## src/rtl/bus_master_ctrl_pkg.sv

```systemverilog
// bus_master_ctrl_pkg
//   Shared definitions for the client-side bus master controller: bus word
//   widths, read/write encoding and the controller FSM state encoding.
//   Optional feature macro used by the controller: BUS_TIMEOUT_EN.
package bus_master_ctrl_pkg;

  localparam int WORD_ADDR_W = 30;
  localparam int WORD_DATA_W = 32;

  // Bus read/write encoding.
  localparam logic READ  = 1'b1;
  localparam logic WRITE = 1'b0;

  typedef enum logic [1:0] {
    BUS_MST_IDLE   = 2'd0,
    BUS_MST_REQ    = 2'd1,
    BUS_MST_ACCESS = 2'd2,
    BUS_MST_WAIT   = 2'd3
  } bus_mst_state_e;

endpackage

```

## src/rtl/bus_master_ctrl_if.sv

```systemverilog
// bus_master_ctrl_if
//   Groups the client request/acknowledge signals and one master port of the
//   system bus.
//   master modport (controller side):
//     in : c_req, c_addr, c_rw, c_wr_data, grnt_n, rd_data, rdy_n
//     out: c_rd_data, c_ack, c_err, c_busy, req_n, addr, as_n, rw, wr_data
//   slave modport: the same signals with directions reversed.
//   Handshake: the client holds c_req high (level) until the controller has
//   accepted it in IDLE; completion is a single-cycle c_ack with c_err and
//   c_rd_data valid in that same cycle. On the bus, req_n stays low from
//   acceptance until completion, as_n is low for exactly one cycle after the
//   grant, and the transfer ends on the first rdy_n=0 sampled after as_n.
interface bus_master_ctrl_if;
  import bus_master_ctrl_pkg::*;

  logic                   c_req;
  logic [WORD_ADDR_W-1:0] c_addr;
  logic                   c_rw;
  logic [WORD_DATA_W-1:0] c_wr_data;
  logic [WORD_DATA_W-1:0] c_rd_data;
  logic                   c_ack;
  logic                   c_err;
  logic                   c_busy;

  logic                   req_n;
  logic                   grnt_n;
  logic [WORD_ADDR_W-1:0] addr;
  logic                   as_n;
  logic                   rw;
  logic [WORD_DATA_W-1:0] wr_data;
  logic [WORD_DATA_W-1:0] rd_data;
  logic                   rdy_n;

  modport master (
    input  c_req, c_addr, c_rw, c_wr_data, grnt_n, rd_data, rdy_n,
    output c_rd_data, c_ack, c_err, c_busy, req_n, addr, as_n, rw, wr_data
  );

  modport slave (
    output c_req, c_addr, c_rw, c_wr_data, grnt_n, rd_data, rdy_n,
    input  c_rd_data, c_ack, c_err, c_busy, req_n, addr, as_n, rw, wr_data
  );

endinterface

```

## src/rtl/bus_master_ctrl_timeout_cnt.sv

```systemverilog
// bus_timeout_cnt
//   WAIT-state watchdog for bus_master_ctrl (only built with BUS_TIMEOUT_EN).
//   Ports:
//     clk, reset  : clock, asynchronous active-low reset
//     clr_i       : clear the count (entry to ACCESS)
//     en_i        : count one WAIT cycle
//     expired_o   : the current WAIT cycle is cycle number CYCLES
module bus_timeout_cnt #(
  parameter int CYCLES = 16,
  parameter int W      = 5
) (
  input  logic clk,
  input  logic reset,
  input  logic clr_i,
  input  logic en_i,
  output logic expired_o
);

  logic [W-1:0] cnt_q, cnt_d;

  always_comb begin
    cnt_d = cnt_q;
    if (clr_i)     cnt_d = '0;
    else if (en_i) cnt_d = cnt_q + 1'b1;
  end

  always_ff @(posedge clk or negedge reset) begin
    if (!reset) cnt_q <= '0;
    else        cnt_q <= cnt_d;
  end

  // cnt_q holds the number of WAIT cycles already completed, so the
  // CYCLES-th WAIT cycle sees CYCLES-1 and the abort lands on its edge.
  assign expired_o = (cnt_q == W'(CYCLES - 1));

endmodule

```

## src/rtl/bus_master_ctrl.sv

```systemverilog
// bus_master_ctrl
//   Client-side bus master: turns a level client request into one bus
//   transfer (request, grant, one address strobe, wait for ready) and returns
//   a single-cycle acknowledge. All outputs are registered.
//   Ports:
//     clk     : system clock, rising edge
//     reset   : asynchronous, active-low reset
//     bus     : bus_master_ctrl_if.master (client + bus master port)
//     state_o : current FSM state (debug)
//   Optional feature macro: BUS_TIMEOUT_EN -- bounds WAIT to TIMEOUT_CYCLES
//   cycles and reports an abort through c_err. Without it WAIT is unbounded
//   and c_err is constant 0.
module bus_master_ctrl
  import bus_master_ctrl_pkg::*;
#(
  parameter int TIMEOUT_CYCLES = 16,
  parameter int TIMEOUT_W      = 5
) (
  input  logic              clk,
  input  logic              reset,
  bus_master_ctrl_if.master bus,
  output bus_mst_state_e    state_o
);

  if (TIMEOUT_CYCLES < 1 || (1 << TIMEOUT_W) <= TIMEOUT_CYCLES) begin : g_bad_timeout_cfg
    $error("bus_master_ctrl: TIMEOUT_W too narrow for TIMEOUT_CYCLES");
  end

  bus_mst_state_e         state_q, state_d;
  logic                   req_n_q, req_n_d;
  logic                   as_n_q, as_n_d;
  logic                   rw_q, rw_d;
  logic                   c_ack_q, c_ack_d;
  logic                   c_busy_q, c_busy_d;
  logic [WORD_ADDR_W-1:0] addr_q, addr_d;
  logic [WORD_DATA_W-1:0] wr_data_q, wr_data_d;
  logic [WORD_DATA_W-1:0] c_rd_data_q, c_rd_data_d;
  logic                   done;

`ifdef BUS_TIMEOUT_EN
  logic c_err_q, c_err_d;
  logic tmo_clr, tmo_en, tmo_expired;

  bus_timeout_cnt #(
    .CYCLES (TIMEOUT_CYCLES),
    .W      (TIMEOUT_W)
  ) u_timeout (
    .clk       (clk),
    .reset     (reset),
    .clr_i     (tmo_clr),
    .en_i      (tmo_en),
    .expired_o (tmo_expired)
  );
`endif

  always_comb begin
    state_d     = state_q;
    req_n_d     = req_n_q;
    as_n_d      = 1'b1;          // strobe is a one-cycle pulse
    addr_d      = addr_q;
    rw_d        = rw_q;
    wr_data_d   = wr_data_q;
    c_rd_data_d = c_rd_data_q;
    c_ack_d     = 1'b0;
    done        = 1'b0;
`ifdef BUS_TIMEOUT_EN
    c_err_d     = 1'b0;
    tmo_clr     = 1'b0;
    tmo_en      = 1'b0;
`endif

    case (state_q)
      BUS_MST_IDLE: begin
        if (bus.c_req) begin
          addr_d    = bus.c_addr;
          rw_d      = bus.c_rw;
          wr_data_d = bus.c_wr_data;
          req_n_d   = 1'b0;
          state_d   = BUS_MST_REQ;
        end
      end
      // rdy_n/rd_data here belong to another master's transfer.
      BUS_MST_REQ: begin
        if (!bus.grnt_n) begin
          as_n_d  = 1'b0;
          state_d = BUS_MST_ACCESS;
`ifdef BUS_TIMEOUT_EN
          tmo_clr = 1'b1;
`endif
        end
      end
      BUS_MST_ACCESS: begin
        if (!bus.rdy_n) done = 1'b1;
        else            state_d = BUS_MST_WAIT;
      end
      BUS_MST_WAIT: begin
        // A ready arriving on the expiry cycle still completes normally.
        if (!bus.rdy_n) begin
          done = 1'b1;
        end
`ifdef BUS_TIMEOUT_EN
        else if (tmo_expired) begin
          req_n_d = 1'b1;
          c_ack_d = 1'b1;
          c_err_d = 1'b1;
          state_d = BUS_MST_IDLE;
        end else begin
          tmo_en = 1'b1;
        end
`endif
      end
      default: state_d = BUS_MST_IDLE;
    endcase

    if (done) begin
      req_n_d = 1'b1;
      c_ack_d = 1'b1;
      if (rw_q == READ) c_rd_data_d = bus.rd_data;
      state_d = BUS_MST_IDLE;
    end

    c_busy_d = (state_d != BUS_MST_IDLE);
  end

  always_ff @(posedge clk or negedge reset) begin
    if (!reset) begin
      state_q     <= BUS_MST_IDLE;
      req_n_q     <= 1'b1;
      as_n_q      <= 1'b1;
      rw_q        <= READ;
      addr_q      <= '0;
      wr_data_q   <= '0;
      c_rd_data_q <= '0;
      c_ack_q     <= 1'b0;
      c_busy_q    <= 1'b0;
    end else begin
      state_q     <= state_d;
      req_n_q     <= req_n_d;
      as_n_q      <= as_n_d;
      rw_q        <= rw_d;
      addr_q      <= addr_d;
      wr_data_q   <= wr_data_d;
      c_rd_data_q <= c_rd_data_d;
      c_ack_q     <= c_ack_d;
      c_busy_q    <= c_busy_d;
    end
  end

`ifdef BUS_TIMEOUT_EN
  always_ff @(posedge clk or negedge reset) begin
    if (!reset) c_err_q <= 1'b0;
    else        c_err_q <= c_err_d;
  end
  assign bus.c_err = c_err_q;
`else
  assign bus.c_err = 1'b0;
`endif

  assign bus.req_n     = req_n_q;
  assign bus.as_n      = as_n_q;
  assign bus.rw        = rw_q;
  assign bus.addr      = addr_q;
  assign bus.wr_data   = wr_data_q;
  assign bus.c_rd_data = c_rd_data_q;
  assign bus.c_ack     = c_ack_q;
  assign bus.c_busy    = c_busy_q;
  assign state_o       = state_q;

endmodule

```

## src/flat_wrapper.sv

```systemverilog
// flat-port wrapper written by rule: the top's interface ports become plain ports
module bus_master_ctrl_flat import bus_master_ctrl_pkg::*;
#(
  parameter int TIMEOUT_CYCLES = 16,
  parameter int TIMEOUT_W      = 5
)
  (clk, reset, state_o, bus_c_req, bus_c_addr, bus_c_rw, bus_c_wr_data, bus_grnt_n, bus_rd_data, bus_rdy_n, bus_c_rd_data, bus_c_ack, bus_c_err, bus_c_busy, bus_req_n, bus_addr, bus_as_n, bus_rw, bus_wr_data);
  bus_master_ctrl_if bus_i ();
  input  logic clk;
  input  logic reset;
  output bus_mst_state_e state_o;
  input wire logic [$bits(bus_i.c_req)-1:0] bus_c_req;
  input wire logic [$bits(bus_i.c_addr)-1:0] bus_c_addr;
  input wire logic [$bits(bus_i.c_rw)-1:0] bus_c_rw;
  input wire logic [$bits(bus_i.c_wr_data)-1:0] bus_c_wr_data;
  input wire logic [$bits(bus_i.grnt_n)-1:0] bus_grnt_n;
  input wire logic [$bits(bus_i.rd_data)-1:0] bus_rd_data;
  input wire logic [$bits(bus_i.rdy_n)-1:0] bus_rdy_n;
  output wire logic [$bits(bus_i.c_rd_data)-1:0] bus_c_rd_data;
  output wire logic [$bits(bus_i.c_ack)-1:0] bus_c_ack;
  output wire logic [$bits(bus_i.c_err)-1:0] bus_c_err;
  output wire logic [$bits(bus_i.c_busy)-1:0] bus_c_busy;
  output wire logic [$bits(bus_i.req_n)-1:0] bus_req_n;
  output wire logic [$bits(bus_i.addr)-1:0] bus_addr;
  output wire logic [$bits(bus_i.as_n)-1:0] bus_as_n;
  output wire logic [$bits(bus_i.rw)-1:0] bus_rw;
  output wire logic [$bits(bus_i.wr_data)-1:0] bus_wr_data;
  assign bus_i.c_req = bus_c_req;
  assign bus_i.c_addr = bus_c_addr;
  assign bus_i.c_rw = bus_c_rw;
  assign bus_i.c_wr_data = bus_c_wr_data;
  assign bus_i.grnt_n = bus_grnt_n;
  assign bus_i.rd_data = bus_rd_data;
  assign bus_i.rdy_n = bus_rdy_n;
  assign bus_c_rd_data = bus_i.c_rd_data;
  assign bus_c_ack = bus_i.c_ack;
  assign bus_c_err = bus_i.c_err;
  assign bus_c_busy = bus_i.c_busy;
  assign bus_req_n = bus_i.req_n;
  assign bus_addr = bus_i.addr;
  assign bus_as_n = bus_i.as_n;
  assign bus_rw = bus_i.rw;
  assign bus_wr_data = bus_i.wr_data;
  bus_master_ctrl #(.TIMEOUT_CYCLES(TIMEOUT_CYCLES), .TIMEOUT_W(TIMEOUT_W)) u_core (.clk(clk), .reset(reset), .bus(bus_i), .state_o(state_o));
endmodule
```

## config.mk

```make
export PLATFORM = sky130hd
export DESIGN_NAME = bus_master_ctrl_flat
export DESIGN_NICKNAME = d
export VERILOG_FILES = /design/src/rtl/bus_master_ctrl_pkg.sv /design/src/rtl/bus_master_ctrl_if.sv /design/src/rtl/bus_master_ctrl_timeout_cnt.sv /design/src/rtl/bus_master_ctrl.sv /design/src/flat_wrapper.sv
export SDC_FILE = /design/constraint.sdc
export NUM_CORES = 1
export LEC_CHECK = 0
export ABC_CLOCK_PERIOD_IN_PS = 2710
export BUFFER_PORTS_ARGS = -buffer_cell sky130_fd_sc_hd__buf_2
export CAP_MARGIN = 20
export CORE_MARGIN = 3
export CORE_UTILIZATION = 38
export CTS_BUF_LIST = sky130_fd_sc_hd__clkbuf_2
export CTS_CLUSTER_DIAMETER = 40
export DETAILED_ROUTE_END_ITERATION = 7
export GPL_ROUTABILITY_DRIVEN = 0
export PLACE_DENSITY = 0.74
export SLEW_MARGIN = 15
export SYNTH_ARGS = -nofsm -noshare
export SYNTH_HDL_FRONTEND = slang
export SYNTH_SLANG_ARGS = --single-unit
```

## constraint.sdc

```tcl
create_clock -name clk -period 2.71 [get_ports clk]
set_clock_uncertainty 0.15 [all_clocks]
set_input_delay 0.271 -clock clk [delete_from_list [all_inputs] [get_ports clk]]
set_output_delay 0.271 -clock clk [all_outputs]
set_load 0.01 [all_outputs]
```

== Word-level counts from Yosys, hierarchy flattened ==
Cells that the tools add are included.
Word-level totals
  output and inout bits: 102
  register bits after elaboration: 101
  word-level logic and storage cells: 33
  bits of input ports: 100
Operators by class
  mux-type cells: 13
  eq/ne operators: 3
  reductions and logical operators: 8
Operators by type and width (count)
  2-to-1 mux 1 bit: 8
  2-to-1 mux 2 bit: 4
  case mux 2 bit (3 select lines): 1
  AND reduction 2 bit: 3
  nonzero test 2 bit: 3
  equality test 2 bit, second input constant: 2
  equality test 2 x 1 -> 1 bit, second input constant: 1
  logical NOT 2 bit: 1
  OR reduction 2 bit: 1

== Longest topological paths before layout ==
Gate-level depths: netlist of the first run.
  word-level depth: 5
  gate-level depth with buffers: 4

== Worst setup path after synthesis of the first run ==
OpenSTA, ideal clock, no wires.
  path kind: register -> register
  start: register u_core.state_q[1], in the netlist u_core.state_o[1]
  end: register u_core.addr_q[0], in the netlist u_core.bus.addr[0]
  buffers on the path: 2
  cell stages (with the launch flop): 5
  arrival time: 1.312 ns
  path slack: 1.123 ns
  clock period less this slack: 1.587 ns
  cells stage by stage: dfrtp_1 > nor3b_1 > buf_4 > buf_6 > mux2_2
On the way
  cells in the longest elaborated chain, start to end: 2
RTL lines
  start: declaration: line bus_master_ctrl.sv:29  | bus_mst_state_e state_q, state_d;
  start signal: assignment: line bus_master_ctrl.sv:137  | state_q <= state_d;
  logical NOT 2 bit: line bus_master_ctrl.sv:72  | case (state_q)
  AND reduction 2 bit (no line)
  end signal: assignment: line bus_master_ctrl.sv:141  | addr_q <= addr_d;
  end: declaration: line bus_master_ctrl.sv:35  | logic [WORD_ADDR_W-1:0] addr_q, addr_d;
No other way between the ends.
A chain may end at the register's enable or synchronous reset.

== Worst setup path after layout of the first run ==
  start: register u_core.state_q[0], in the netlist u_core.state_o[0]
  end: register u_core.addr_q[24], in the netlist u_core.bus.addr[24]
The elaborated chain is that of the path after synthesis.

==> results.md, run 1 <==
* Total GRT Usage at 0.176
* Crit Path Category: reg2reg
* FF+latch count, synth at 101
* CTS buffer count at 9
* Final instance area at 6130 um^2
* Routed wire per std cell at 15.3 um
* Cell count after placement at 548
* # IOs at 202
* Die X at 108 um
* CTS root buf: clkbuf_2
* Initial Util at 0.396
* Final Hold Viols at 0
* Mapped Nets at 323
* Mapped Cells at 223
* Initial DRC count at 134
* Fmax at 543 MHz
* DP Wirelength at 6.27 mm
* Final max-slew violation count at 0
* RSZ-0062 raised after global routing: no
* Setup violations, final at 0
* Setup TNS Final at 0 ps
* Vias in the first global route at 3255
* Total power at 6100 uW
* Final worst path period share at 0.680
* Core Box Area at 9910 um^2
* Number of H-tree levels at 3
* Status: finished, final reports clean
* CP required at 2970 ps
* Seq/Total Area, Yosys at 0.646
* Netlist Area Pre-Place at 3920 um^2
* Antenna violations before repair at 0
* WL final at 10.2 mm
* Period minus WS final at 1840 ps
* YS warnings at 0
* CP endpoint kind: register
* Hold crit path type: in2async
* Post-synthesis cell type count at 17
* TritonCTS clock tree: yes
* Total gr overflow at 0
* Crit Path Max Fanout at 36
* Antenna fix cells at 0
* # port buffers at 200
* Global-route wire length before repair at 15.8 mm
* Filler Cells Inserted at 755
* Layout cells sized above 1 at 0.601
* PD cells at 995 nW/um^2
* Slew @ Worst Pin at 655 ps
* Rows at 36
* Setup bufs post-CTS at 0
* DIE AREA at 11600 um^2
* Slew headroom at 0.563
* Syn_area_per_cell at 17.6 um^2
* CTS Hold Buffers Added at 100
* Placed cell area at 5010 um^2
* Resize count post-CTS at 0
* Worst-Skew Late Latency at 510 ps
* Fin util at 0.618
* # Max-Cap Violations at 0
* Die span in y at 108 um
* Vias per inst at 4.41
* Clk buf depth at 2
* Number of nets still failing antenna checks after routing at 0
* Post-route DRC at 0
* Routed via count at 2925
* TritonRoute pass-1 iters at 4
* Worst VDD drop at 0.508 mV
* LEAKAGE at 0.00307 uW
* Nets at 626
* Clock sink count at 101
* Pin count of the biggest net entering global routing at 53
* Area Growth Syn to Fin at 56.3%
* CP arrival at 2100 ps
* Final std cells w/o fill at 664
* Worst-path clk slew at 250 ps
* Startpoint Class: register
-- where the power goes --
group | switching, uW | internal, uW
Sequential | 413 | 2270
Clock | 475 | 215
Combinational | 1180 | 1540
Total | 2070 | 4030
-- layout make-up --
| type | instances | area [um^2] | area share |
|---|---|---|---|
| Timing Repair Buffer | 303 | 2040 | 0.333 |
| Clock inverter | 6 | 62.6 | 0.0102 |
| Inverter | 1 | 3.75 | 0.000613 |
| Tap cell | 133 | 166 | 0.0272 |
| Clock buffer | 10 | 50.0 | 0.00817 |
| Sequential cell | 101 | 2530 | 0.413 |
| Multi-Input combinational cell | 110 | 1270 | 0.208 |
-- sequential cells by signal (all words and copies together), names as in the netlist --
name / flops
u_core.state_o: 2
u_core.bus.c_ack: 1
u_core.bus.c_busy: 1
u_core.bus.req_n: 1
u_core.bus.rw: 1
u_core.bus.c_rd_data: 32
u_core.bus.wr_data: 32
u_core.bus.as_n: 1
u_core.bus.addr: 30
-- path summary, 6_finish.rpt --
kind / start / endpoint / slack, ps / depth (start not counted)
setup / recovery: u_core.state_o[0] / u_core.bus.addr[24] / 870 / 3
hold / removal: reset / u_core.bus.addr[25] / 130 / 2
setup reg to reg: u_core.state_o[0] / u_core.bus.addr[24] / 870 / 3
hold reg to reg: u_core.bus.wr_data[15] / u_core.bus.wr_data[15] / 380 / 1
max in group asynchronous: reset / u_core.bus.rw / 1500 / 3
min in group clk: bus_c_addr[18] / u_core.bus.addr[18] / 340 / 3
-- stage by stage --
| stage | setup WS [ps] | hold WS [ps] |
|---|---|---|
| floorplan | 1120 | -175 |
| global placement | 954 | 179 |
| detailed placement | 901 | 192 |
| CTS | 847 | 76.1 |
| global route | 800 | 112 |
| finish | 867 | 127 |
-- cells in the final DEF (no fill, tap or decap), drive strengths merged --
| master | count |
|---|---|
| clkinv | 2 |
| dfrtp | 98 |
| and2b | 1 |
| inv | 2 |
| mux2 | 95 |
| nor3b | 1 |
| nor2 | 4 |
| a211oi | 1 |
| clkinvlp | 2 |
| a2bb2oi | 1 |
| dfstp | 3 |
| buf | 203 |
| nor3 | 1 |
| conb | 1 |
| clkbuf | 10 |
| bufinv | 1 |
| nor2b | 1 |
| nand2 | 4 |
| dlygate4sd3 | 100 |
-- critical path: stages, from the launching register on --
cell and delay (ps):
dfrtp_1 500, nor3b_2 250, buf_4 440, mux2_2 400
-- cell usage after synthesis --
master     instances  share of area
mux2_4            30           0.11
dfrtp_1           98           0.63
buf_6              9          0.026
nand2_1            3         0.0029
mux2_2            65           0.19
buf_4              2         0.0038
nor3_1             1         0.0013
nor3b_1            1         0.0019
a211oi_1           1         0.0019
nor2_1             4         0.0038
inv_1              1        0.00096
and2b_4            1         0.0026
a2bb2oi_1          1         0.0022
nor2b_1            1         0.0016
nand2_4            1         0.0029
dfstp_2            3          0.020
conb_1             1        0.00096
-- metal layers --
layer,track usage,vias up,part of all wire
met1,0.187,1401,0.38
met2,0.333,125,0.53
met4,0.0667,0,0.021
li1,-,1381,-
met3,0.0402,18,0.067
met5,0,-,0
-- kinds of logic (layout without fill, tap and decap cells) --
logic type	Yosys count	in the layout	share of synthesized area
and+or+nand+nor	12	12	0.0169
other	1	1	0.000957
DFF	101	101	0.646
muxes	95	95	0.302
AOI/OAI and AO/OA	2	2	0.00415
buffers and inverters	12	320	0.0306
(Power assumes the default switching activity.)
==> run 2, diff against run 1 <==
- ABC_CLOCK_PERIOD_IN_PS: 2710 -> 1700
- clock period: 2.71 -> 1.7 ns (I/O delays scaled with it)
==> run 2 against run 1 <==
Sequential power increased by 60%. Critical path depth increased by 1. Via count increased by 4.4%. Wire length rose by 6.4%. Global-route usage rose by 0.63 points. Die area unchanged. Worst setup slack lost 820 ps. Sequential share of layout area is 1.4 points lower. Register-to-register slack worse by 820 ps. Combinational power is 71% higher. Final cell count grew 2.0%. Cell area is 3.5% higher. Largest cell class unchanged. Largest power group unchanged.
==> results.md, run 2 (synthesized netlist as in run 1, its figures left out) <==
* Worst-path clk slew at 260 ps
* # port buffers at 200
* Initial DRC count at 79
* CTS buffer count at 9
* Total GRT Usage at 0.182
* Met2 usage at 0.325
* Placed cell area at 5090 um^2
* PD cells at 1580 nW/um^2
* Final std cells w/o fill at 677
* Fin worst setup slack at 42.4 ps
* Critical path's most frequent cell: buf_6
* Fmax at 603 MHz
* # IOs at 202
* Worst VDD drop at 0.765 mV
* Layout cells sized above 1 at 0.608
* Routed wire per std cell at 16.0 um
* Number of nets still failing antenna checks after routing at 0
* Global-route wire length before repair at 16.2 mm
* Die X at 108 um
* RSZ-0062 raised after global routing: yes
* TritonRoute pass-1 iters at 3
* Clock sink count at 101
* Slowest CP cell: dfrtp_2
* CP required at 1990 ps
* Total gr overflow at 0
* WL final at 10.8 mm
* Die span in y at 108 um
* Rows at 36
* Nets at 638
* Number of H-tree levels at 3
* Total power at 10000 uW
* CP endpoint kind: register
* Setup TNS Final at 0 ps
* Met1 Use GR at 0.195
* Busiest grt layer: met2
* Dpl ws at 23.7 ps
* Final max-slew violation count at 0
* CP delay by family, top: flip-flops
* Commonest non-fill, non-tap cell in the layout: buf_2
* Antenna violations before repair at 0
* Setup violations, final at 0
* Period minus WS final at 1660 ps
* Most frequent cells in the layout: 196 x buf_2, 101 x dlygate4sd3_1, 97 x dfrtp_1, 65 x mux2_2, 30 x mux2_4
* CTS root buf: clkbuf_2
* Startpoint Class: register
* Vias per inst at 4.51
* Pin count of the biggest net entering global routing at 64
* Crit Path Max Fanout at 16
* DP Wirelength at 6.32 mm
* TritonCTS clock tree: yes
* Routed via count at 3053
* Initial Util at 0.396
* Vias in the first global route at 3334
* Clk buf depth at 2
* DIE AREA at 11600 um^2
* Final Hold Viols at 0
* Worst-Skew Late Latency at 520 ps
* Cell count after placement at 553
* Hold crit path type: in2reg
* Core Box Area at 9910 um^2
* CP arrival at 1940 ps
* Area Growth Syn to Fin at 61.7%
* # Max-Cap Violations at 0
* Status: finished, final reports clean
* Crit-path cells: nor3b_4 -> buf_6 -> buf_6 -> mux2_2
* CP Buf/Inv Count at 2
* Global-route met3 utilization at 0.0522
* Post-route DRC at 0
* Crit Path Category: reg2reg
* Final instance area at 6340 um^2
* LEAKAGE at 0.00317 uW
* Crit path largest cell delay at 500 ps
* Final worst path period share at 0.975
## run 2: cell count changes in the layout (fill, tap and decap cells not counted), sizes merged
cell         before  now
clkbuf           10   11
clkinv            2    6
buf             203  212
dlygate4sd3     100  101
inv               2    1
diode             0    1
clkinvlp          2    0
## run 2: routing by layer
metal  share of wire  vias to the layer above
li1                -                     1407
met1            0.37                     1476
met2            0.53                      137
met3           0.065                       33
met4           0.036                        0
met5               0                        -
## run 2: worst reg2reg max path: cells and delay by family, from the launching register on
kind | cells | cell delay [ps]
multiplexers | 1 | 360
flip-flops | 1 | 500
AND/OR/NAND/NOR | 1 | 210
buffers and inverters | 2 | 360
## run 2: worst paths after layout
check / start / to / slack, ps / cells after the start
min in group asynchronous: reset / u_core.bus.addr[23] / 560 / 4
min reg2reg: u_core.bus.wr_data[13] / u_core.bus.wr_data[13] / 380 / 1
max in group asynchronous: reset / u_core.bus.as_n / 560 / 4
min: bus_rd_data[23] / u_core.bus.c_rd_data[23] / 220 / 3
max reg2reg: u_core.state_o[1] / u_core.bus.wr_data[18] / 40 / 4
max: u_core.state_o[1] / u_core.bus.wr_data[18] / 40 / 4
## run 2: what timing repair did
item                       CTS  global route
hold endpoints to repair   202             0
setup endpoints to repair    1            67
hold buffers               102             0
pin swaps                    0             1
cloned                       0             3
buffers inserted             0             2
resized for setup            0            16
## run 2: metrics by stage
| step | util | hold WS [ps] |
|---|---|---|
| after CTS | 0.628 | 161 |
| after floorplan | - | -276 |
| after global routing | 0.640 | 138 |
| after detailed placement | 0.514 | -25.0 |
| final | 0.640 | 222 |
| after global placement | 0.514 | -34.4 |
## run 2: layout make-up
| cell class | instances | area [um^2] |
|---|---|---|
| diodes | 1 | 2.50 |
| clock buffers | 9 | 45.0 |
| clock inverters | 7 | 56.3 |
| fillers | 745 | 3570 |
| inverters | 1 | 3.75 |
| multi-input cells | 110 | 1280 |
| flip-flops and latches | 101 | 2530 |
| well taps | 133 | 166 |
| repair buffers | 315 | 2250 |
## run 2: power breakdown
group	switching, uW	internal, uW	total [uW]
clock	734	319	1050
combinational	1970	2700	4660
sequential	656	3630	4280
total	3360	6640	10000
==> run 3, diff against run 2 <==
- PLACE_DENSITY: 0.74 -> 0.73
==> run 3 against run 2 <==
Fmax fell by 0.29%. Worst hold slack worse by 120 ps. Global-route usage is 0.41 points lower. Via count down 1.3%. Register-to-register slack is essentially flat. Die area unchanged. First-iteration DRC count grew 28%. Clock power grew 22%. Critical path depth did not move. Critical endpoint is now u_core.bus.wr_data[27]. Largest power group unchanged.
==> results.md, run 3 (synthesized netlist as in run 1, its figures left out) <==
* Internal power at 6790 uW
* Period minus WS final at 1660 ps
* R2R cell count at 4
* Fin worst setup slack at 37.6 ps
* DIE AREA at 11600 um^2
* CP arrival at 1950 ps
* Cell count after placement at 553
* TritonRoute pass-1 iters at 4
* Global-route wire length before repair at 16.1 mm
* Number of H-tree levels at 3
* Nets at 637
* Met3 routed WL at 743 um
* Crit Path Max Fanout at 22
* Initial DRC count at 101
* Clk buf depth at 2
* Slowest CP cell: dfrtp_1
* Crit path depth at 4
* Crit-path cells: nor3b_4 -> buf_4 -> buf_12 -> mux2_2
* # IOs at 202
* NetSw at 3440 uW
* Startpoint Class: register
* Detail Route met2 WL at 5.69 mm
* Hold_ws at 98.4 ps
* Total gr overflow at 0
* Worst-path clk slew at 260 ps
* RSZ-0062 raised after global routing: yes
* Vias in the first global route at 3407
* Sequential share of power at 0.418
* Total GRT Usage at 0.178
* Crit Path Category: reg2reg
* Hold crit path type: in2async
* Crit path largest cell delay at 500 ps
* # port buffers at 200
* Pin count of the biggest net entering global routing at 57
* Setup violations, final at 0
* Routed wire per std cell at 15.8 um
* Rows at 36
* Slew @ Worst Pin at 561 ps
* Antenna violations before repair at 0
* TritonCTS clock tree: yes
* Fin util at 0.641
* Initial Util at 0.396
* Status: finished, final reports clean
* Number of nets still failing antenna checks after routing at 0
* Setup slack, reg-to-reg at 40 ps
* Worst reg2reg endpoint: u_core.bus.wr_data[27]
* Slew headroom at 0.626
* Vias per inst at 4.47
* Met1 WL at 4.00 mm
* Dpl ws at 44.9 ps
* Reg2Reg Launch Point: u_core.state_o[1]
* Commonest non-fill, non-tap cell in the layout: buf_2
* WL final at 10.6 mm
* Core Box Area at 9910 um^2
* Most frequent cells in the layout: 197 x buf_2, 100 x dlygate4sd3_1, 98 x dfrtp_1, 65 x mux2_2, 30 x mux2_4
* Filler Cells Inserted at 734
* Critical path origin: u_core.state_o[1]
* CP endpoint kind: register
* CTS buffer count at 9
* Layout cells sized above 1 at 0.614
* CP delay by family, top: flip-flops
* Fmax at 602 MHz
* Final std cells w/o fill at 675
* Sw Ratio at 0.336
* CP Buf/Inv Count at 2
* Die span in y at 108 um
* LEAKAGE at 0.00317 uW
* Placed cell area at 5090 um^2
* # Max-Cap Violations at 0
* Final instance area at 6350 um^2
* Antenna fix cells at 0
* CP required at 1990 ps
* Final max-slew violation count at 0
* Worst VDD drop at 0.709 mV
* Comb power frac at 0.457
* Multi-input logic area at 1280 um^2
* Clock sink count at 101
* Worst-Skew Late Latency at 520 ps
* Area Growth Syn to Fin at 62.0%
* Clock network fraction of total power at 0.125
* Final Hold Viols at 0
* CTS root buf: clkbuf_2
* DR top layer: met4
* Post-route DRC at 0
* FF+latch area at 2530 um^2
* Die X at 108 um
* Final worst path period share at 0.978
* Crit path to: u_core.bus.wr_data[27]
* DP Wirelength at 6.62 mm
* Routed via count at 3014
* PD cells at 1610 nW/um^2
## run 3: power groups by stage
stage | registers (uW) | clock network, uW | logic, uW
2_1_floorplan | 4880 | 0 | 1930
3_3_place_gp | 4250 | 0 | 4180
3_5_place_dp | 4310 | 0 | 4300
4_1_cts | 4260 | 1370 | 4540
5_1_grt | 4440 | 1440 | 5020
6_report | 4280 | 1280 | 4680
## run 3: worst min-delay path by stage
stage,startpoint,to,slack [ps],depth (start not counted)
after floorplan,reset,u_core.bus.addr[0],-280,0
after global placement,reset,u_core.bus.wr_data[11],30,2
after detailed placement,reset,u_core.bus.wr_data[12],30,2
after CTS,reset,u_core.bus.addr[0],10,3
after global routing,reset,u_core.bus.addr[9],60,3
final,reset,u_core.bus.addr[0],100,3
## run 3: final cells by class
type | count | share of cell area
timing repair buffer | 314 | 0.349
clock buffer | 9 | 0.00709
inverter | 1 | 0.000591
tap | 133 | 0.0262
clock inverter | 7 | 0.0158
multi-input combinational | 110 | 0.202
sequential | 101 | 0.399
## run 3: metrics by stage
step           setup TNS [ps]  power, uW
6_report                    0      10200
5_1_grt                 -34.1      10900
4_1_cts                 -39.9      10200
3_5_place_dp                0       8620
3_3_place_gp                0       8430
2_1_floorplan               0       6820
## run 3: worst min-delay path, delay by kind of cell
family                 cells  cell delay, ps
buffers and inverters      3            1110
## run 3: what timing repair did
item	4_1_cts	5_1_grt
cloned	0	2
hold endpoints to repair	202	0
gates resized for setup	1	15
hold buffers	101	0
setup endpoints to repair	3	63
setup buffers	2	2
pin swaps	0	2
## run 3: routing by layer
metal  vias up  global-route usage
met3        17              0.0432
met1      1464               0.191
met5         -                   0
li1       1403                   -
met4         0              0.0739
met2       130               0.330
